===== src/rtl/bin2bcd_blank.sv =====
// bin2bcd_blank: sequential binary-to-BCD converter (double dabble, one bit
// per clock) with leading-zero blanking for a seven-segment display chain.
//
// state   | meaning
// --------+-----------------------------------------------------------
// IDLE    | waiting for start; digits/ovf hold the last result
// SHIFT   | BIN_W cycles of add-3 then shift {bcd, bin_sr} left
// FIN     | one cycle: blank leading zeros or flag overflow, pulse done
module bin2bcd_blank #(
  parameter int BIN_W  = 14,
  parameter int DIGITS = 4
) (
  input  logic                  clk,
  input  logic                  reset_n,
  input  logic                  start,
  input  logic [BIN_W-1:0]      bin,
  output logic                  busy,
  output logic                  done,
  output logic                  ovf,
  output logic [4*DIGITS-1:0]   digits
);

  localparam int BCD_W = 4 * DIGITS;
  localparam int CNT_W = $clog2(BIN_W + 1);

  function automatic longint unsigned pow10(input int n);
    longint unsigned p;
    p = 1;
    for (int i = 0; i < n; i++) p = p * 10;
    return p;
  endfunction

  localparam longint unsigned MAXV = pow10(DIGITS) - 1;

  typedef enum logic [1:0] {
    ST_IDLE  = 2'd0,
    ST_SHIFT = 2'd1,
    ST_FIN   = 2'd2
  } state_t;

  state_t             state_q;
  logic [BIN_W-1:0]   sr_q;
  logic [BIN_W-1:0]   sr_d;
  logic [BCD_W-1:0]   bcd_q;
  logic [BCD_W-1:0]   bcd_adj;
  logic [BCD_W-1:0]   bcd_d;
  logic [BCD_W-1:0]   digits_q;
  logic [BCD_W-1:0]   digits_d;
  logic [CNT_W-1:0]   cnt_q;
  logic               ovf_pend_q;
  logic               ovf_in;
  logic               busy_q;
  logic               done_q;
  logic               ovf_q;

  // Range check of the incoming value, done at capture time
  assign ovf_in = (64'(bin) > MAXV);

  // Add-3 correction on every nibble >= 5, then shift the combined register
  always_comb begin
    bcd_adj = bcd_q;
    for (int i = 0; i < DIGITS; i++) begin
      if (bcd_q[4*i +: 4] >= 4'd5) bcd_adj[4*i +: 4] = bcd_q[4*i +: 4] + 4'd3;
    end
    bcd_d = {bcd_adj[BCD_W-2:0], sr_q[BIN_W-1]};
    sr_d  = {sr_q[BIN_W-2:0], 1'b0};
  end

  // Leading-zero blanking; the ones digit is always shown so 0 reads "0"
  always_comb begin
    logic lead;
    lead     = 1'b1;
    digits_d = bcd_q;
    for (int i = DIGITS - 1; i >= 1; i--) begin
      if (lead && (bcd_q[4*i +: 4] == 4'd0)) digits_d[4*i +: 4] = 4'hF;
      else                                    lead = 1'b0;
    end
  end

  // Conversion sequencer with registered outputs
  always_ff @(posedge clk or negedge reset_n) begin
    if (!reset_n) begin
      state_q    <= ST_IDLE;
      sr_q       <= '0;
      bcd_q      <= '0;
      cnt_q      <= '0;
      ovf_pend_q <= 1'b0;
      busy_q     <= 1'b0;
      done_q     <= 1'b0;
      ovf_q      <= 1'b0;
      digits_q   <= '1;
    end else begin
      case (state_q)
        ST_IDLE: begin
          done_q <= 1'b0;
          if (start) begin
            sr_q       <= bin;
            bcd_q      <= '0;
            ovf_pend_q <= ovf_in;
            cnt_q      <= CNT_W'(BIN_W);
            busy_q     <= 1'b1;
            state_q    <= ST_SHIFT;
          end
        end
        ST_SHIFT: begin
          bcd_q <= bcd_d;
          sr_q  <= sr_d;
          cnt_q <= cnt_q - 1'b1;
          if (cnt_q == CNT_W'(1)) state_q <= ST_FIN;
        end
        ST_FIN: begin
          if (ovf_pend_q) begin
            digits_q <= '1;
            ovf_q    <= 1'b1;
          end else begin
            digits_q <= digits_d;
            ovf_q    <= 1'b0;
          end
          done_q  <= 1'b1;
          busy_q  <= 1'b0;
          state_q <= ST_IDLE;
        end
        default: begin
          state_q <= ST_IDLE;
          busy_q  <= 1'b0;
          done_q  <= 1'b0;
        end
      endcase
    end
  end

  assign busy   = busy_q;
  assign done   = done_q;
  assign ovf    = ovf_q;
  assign digits = digits_q;

endmodule


===== config.mk =====
export PLATFORM = sky130hd
export DESIGN_NAME = bin2bcd_blank
export DESIGN_NICKNAME = d
export VERILOG_FILES = /design/src/rtl/bin2bcd_blank.sv
export SDC_FILE = /design/constraint.sdc
export NUM_CORES = 1
export LEC_CHECK = 0
export CAP_MARGIN = 20
export CORE_ASPECT_RATIO = 1.2
export CORE_UTILIZATION = 30
export CTS_BUF_LIST = sky130_fd_sc_hd__clkbuf_2 sky130_fd_sc_hd__clkbuf_4 sky130_fd_sc_hd__clkbuf_8
export CTS_CLUSTER_SIZE = 14
export DETAILED_ROUTE_END_ITERATION = 16
export SYNTH_ARGS = -nofsm -noshare
export SYNTH_HDL_FRONTEND = slang
export SYNTH_SLANG_ARGS = --single-unit

===== constraint.sdc =====
create_clock -name clk -period 2.7 [get_ports clk]
set_input_delay 0.27 -clock clk [delete_from_list [all_inputs] [get_ports clk]]
set_output_delay 0.27 -clock clk [all_outputs]
set_load 0.01 [all_outputs]

==> out/qor.txt <==
Synth Warn # - 0
met3 Track Usage GR - 0.0219
ANT cells - 0
clock network fraction of total power - 0.134
Synth area leaders - dfrtp_1, dfstp_2, nand2_1
Synth Cell Area - 2700 sq um
setup repair bufs after CTS - 0
Required @ worst endpoint - 2.94 ns
Distinct cells, synth - 42
pin count of the biggest net entering global routing - 30
Max H-tree Level - 2
post-CTS resize count - 0
clk sinks - 56
global-route wire length before repair - 9540 microns
first-pass iteration count of the detailed router - 4
PwrDens - 1120 nW/um^2
GPL Wtd Cong - 0.732
final core occ - 0.376
simple-gate share of the synthesized area - 0.175
endpoints failing setup - 0
crit path DAT - 1.98 ns
cells along the critical path - inv_1 -> ha_1 -> nor3b_1 -> a41oi_1 -> a31oi_1
post-synthesis compound-gate area fraction - 0.176
Clk Latency, worst-skew pair - 0.31 ns
Seq/Total Area, Yosys - 0.527
PortBufs - 35
Pint - 2.23 mW
final hold vios - 6
Adder-Cell Fraction of Synth Area - 0.0557
xor/xnor share of the synthesized area - 0.0195
DP Wirelength - 3960 microns
Avg Cell Area, Syn - 9.92 sq um
Synth Instances - 272
fin. max-slew vios - 0
minimum clock period - 1.75 ns
Psw - 1.41 mW
multiplexer area fraction after synthesis - 0
GR peak layer - met2
met1 Resource Use GR - 0.179
Comb power frac - 0.441
MaxCap Viol Count - 0
detailed-route vias per instance - 4.84
crit-path max FO - 5
initial core utilization - 0.312
routing usage on met2 - 0.207
CTS clk-pin slew, worst paths - 0.10 ns
drt wl/cell - 13.2 microns
Rows - 37
DIE WIDTH - 88.6 microns
cell taking the most area after synthesis - dfrtp_1
RSZ-0062 raised after global routing - no
sequential power share - 0.425
syn nets - 301
GRT Util Overall - 0.130
Hold Slack - -0.00279 ns
Startpoint Class - flop
TNS Setup - 0 ns
violations in the final reports - hold timing
Least-Margin Pin Slew - 0.685 ns
DR DRC count - 0
WS Path Type - reg2reg
vias in the first global route - 2004
status - finished with violations
Nets - 335
Sw Share - 0.387
Layout area overhead - 20.7%
Congestion Overflow GR - 0
initial antenna violation count - 0
slowest CP cell - dfrtp_1
max incr delay on CP - 0.41 ns
area of the core - 8660 sq um
Chip Height - 106 microns
CTS tree - yes
relative slew slack - 0.544
Seq cells post-synth - 56
clock skew - 0.0123 ns
via count - 2052
# hold bufs at CTS - 0
share of cells above drive strength 1 - 0.124
main combinational cell family by area after synthesis - compound AO/OA/AOI/OAI gates
number of antenna-violating nets in the routed design - 0
leakage - 1.37 nW
Die Area - 9380 sq um
1st-iter DRT viols - 97
WL final - 5610 microns
IO Pins - 36
post-synth top area share - 0.371
f_max - 573 MHz
critical path endpoint category - flop
worst min path class - in2async
CTS root buffer - clkbuf_8
period utilization - 0.647
TritonCTS Buffers - 5
clk buf depth - 2
peak supply drop - 343 uV
[cells in the final DEF, fill, tap and decap left out, types with 5 or more instances in the layout]
cell             count
clkbuf_8             6
nand2b_1             5
dfstp_2             16
o21ai_0             12
ha_1                12
nand3_1              5
nor2_1              32
clkdlybuf4s50_1     34
o22ai_1              5
inv_1               11
a21oi_1             13
nand2_1             42
o31ai_1              6
a31oi_1             18
xnor2_1              5
dfrtp_1             40
[synth_stat cells]
library cell and instances:
a32o_1 4, inv_1 11, a31oi_1 18, nand2_4 1, or2_2 1, and3_1 2, a41oi_1 1, nor3b_4 1
o21ai_0 12, o31ai_1 6, a31o_2 1, o211ai_1 1, o22a_1 3, dfstp_2 16, buf_2 8, nand2b_1 5
inv_2 1, nand2_1 42, nand3_1 5, nor4_1 1, nand3b_2 1, nor2_2 1, nor3_1 1, clkbuf_1 1
xor2_1 1, a22o_1 1, a21oi_1 13, or3_1 1, buf_6 2, o311ai_1 4, ha_1 12, xnor2_1 5
nor2b_1 2, nor3b_1 3, o32ai_1 2, buf_4 2, dfrtp_1 40, nor2_1 32, and2_1 1, o311ai_0 1
nor4_2 1, o22ai_1 5
[cells by family after synthesis]
family / Yosys count
simple gates: 101
flops: 56
xor+xnor: 6
buf+inv: 25
fa+ha+maj: 12
compound gates: 72
[sequential cells by signal, summed over array words and instances, names as in the netlist]
name	flops
state_q	2
sr_q	14
busy	1
digits	16
ovf_pend_q	1
bcd_q	16
ovf	1
cnt_q	4
done	1
[worst max-delay path, delay by kind of cell, from the launching register on]
kind                     cells  cell delay [ns]
AO/OA/AOI/OAI                2             0.53
adder cells (fa/ha/maj)      1             0.24
AND/OR/NAND/NOR              1             0.38
flip-flops                   1             0.41
buffers and inverters        1             0.12
[path summary, 6_finish.rpt]
path,startpoint,cells past startpoint,slack (ns),to
max,bcd_q[12]$_DFFE_PN0P_,5,0.95,digits[5]$_DFFE_PN1P_
min,reset_n,1,-0.003,cnt_q[1]$_DFFE_PN0P_
max reg2reg,bcd_q[12]$_DFFE_PN0P_,5,0.95,digits[5]$_DFFE_PN1P_
min reg2reg,digits[10]$_DFFE_PN1P_,2,0.45,digits[10]$_DFFE_PN1P_
max in group asynchronous,reset_n,2,2.05,digits[9]$_DFFE_PN1P_
min in group clk,digits[10]$_DFFE_PN1P_,2,0.45,digits[10]$_DFFE_PN1P_
[per-stage QoR]
stage          worst slack, ns  std cells  hold slack (ns)  instance area (sq um)  total power [mW]
2_1_floorplan             1.28        272          -0.0256                   2700              2.67
3_5_place_dp             0.796        416            0.372                   3160              3.18
4_1_cts                  0.932        424           0.0253                   3260              3.68
3_3_place_gp             0.838        416            0.346                   3160              3.14
5_1_grt                  0.747        424           0.0325                   3260              3.96
6_report                 0.954        424         -0.00279                   3260              3.64
[final cells by class]
| type | instances | area (sq um) |
|---|---|---|
| Clock buffer | 7 | 90.1 |
| Clock inverter | 1 | 8.76 |
| Fill cell | 899 | 5400 |
| Inverter | 12 | 45.0 |
| Multi-Input combinational cell | 191 | 1150 |
| Sequential cell | 56 | 1420 |
| Tap cell | 117 | 146 |
| Timing Repair Buffer | 40 | 395 |
[per-layer routing]
metal / vias to the layer above / wire length [microns]
met3: 4 / 165
li1: 1019 / -
met1: 991 / 2580
met4: 0 / 66
met2: 38 / 2800
met5: - / 0
[power by group through the flow]
stage	clock [mW]	combinational [mW]	sequential [mW]
after global routing	0.531	1.83	1.60
after floorplan	0	1.14	1.54
after global placement	0	1.58	1.55
after CTS	0.509	1.62	1.55
after detailed placement	0	1.62	1.56
final	0.486	1.61	1.54
Note: power is estimated with default switching activity, not from simulation.
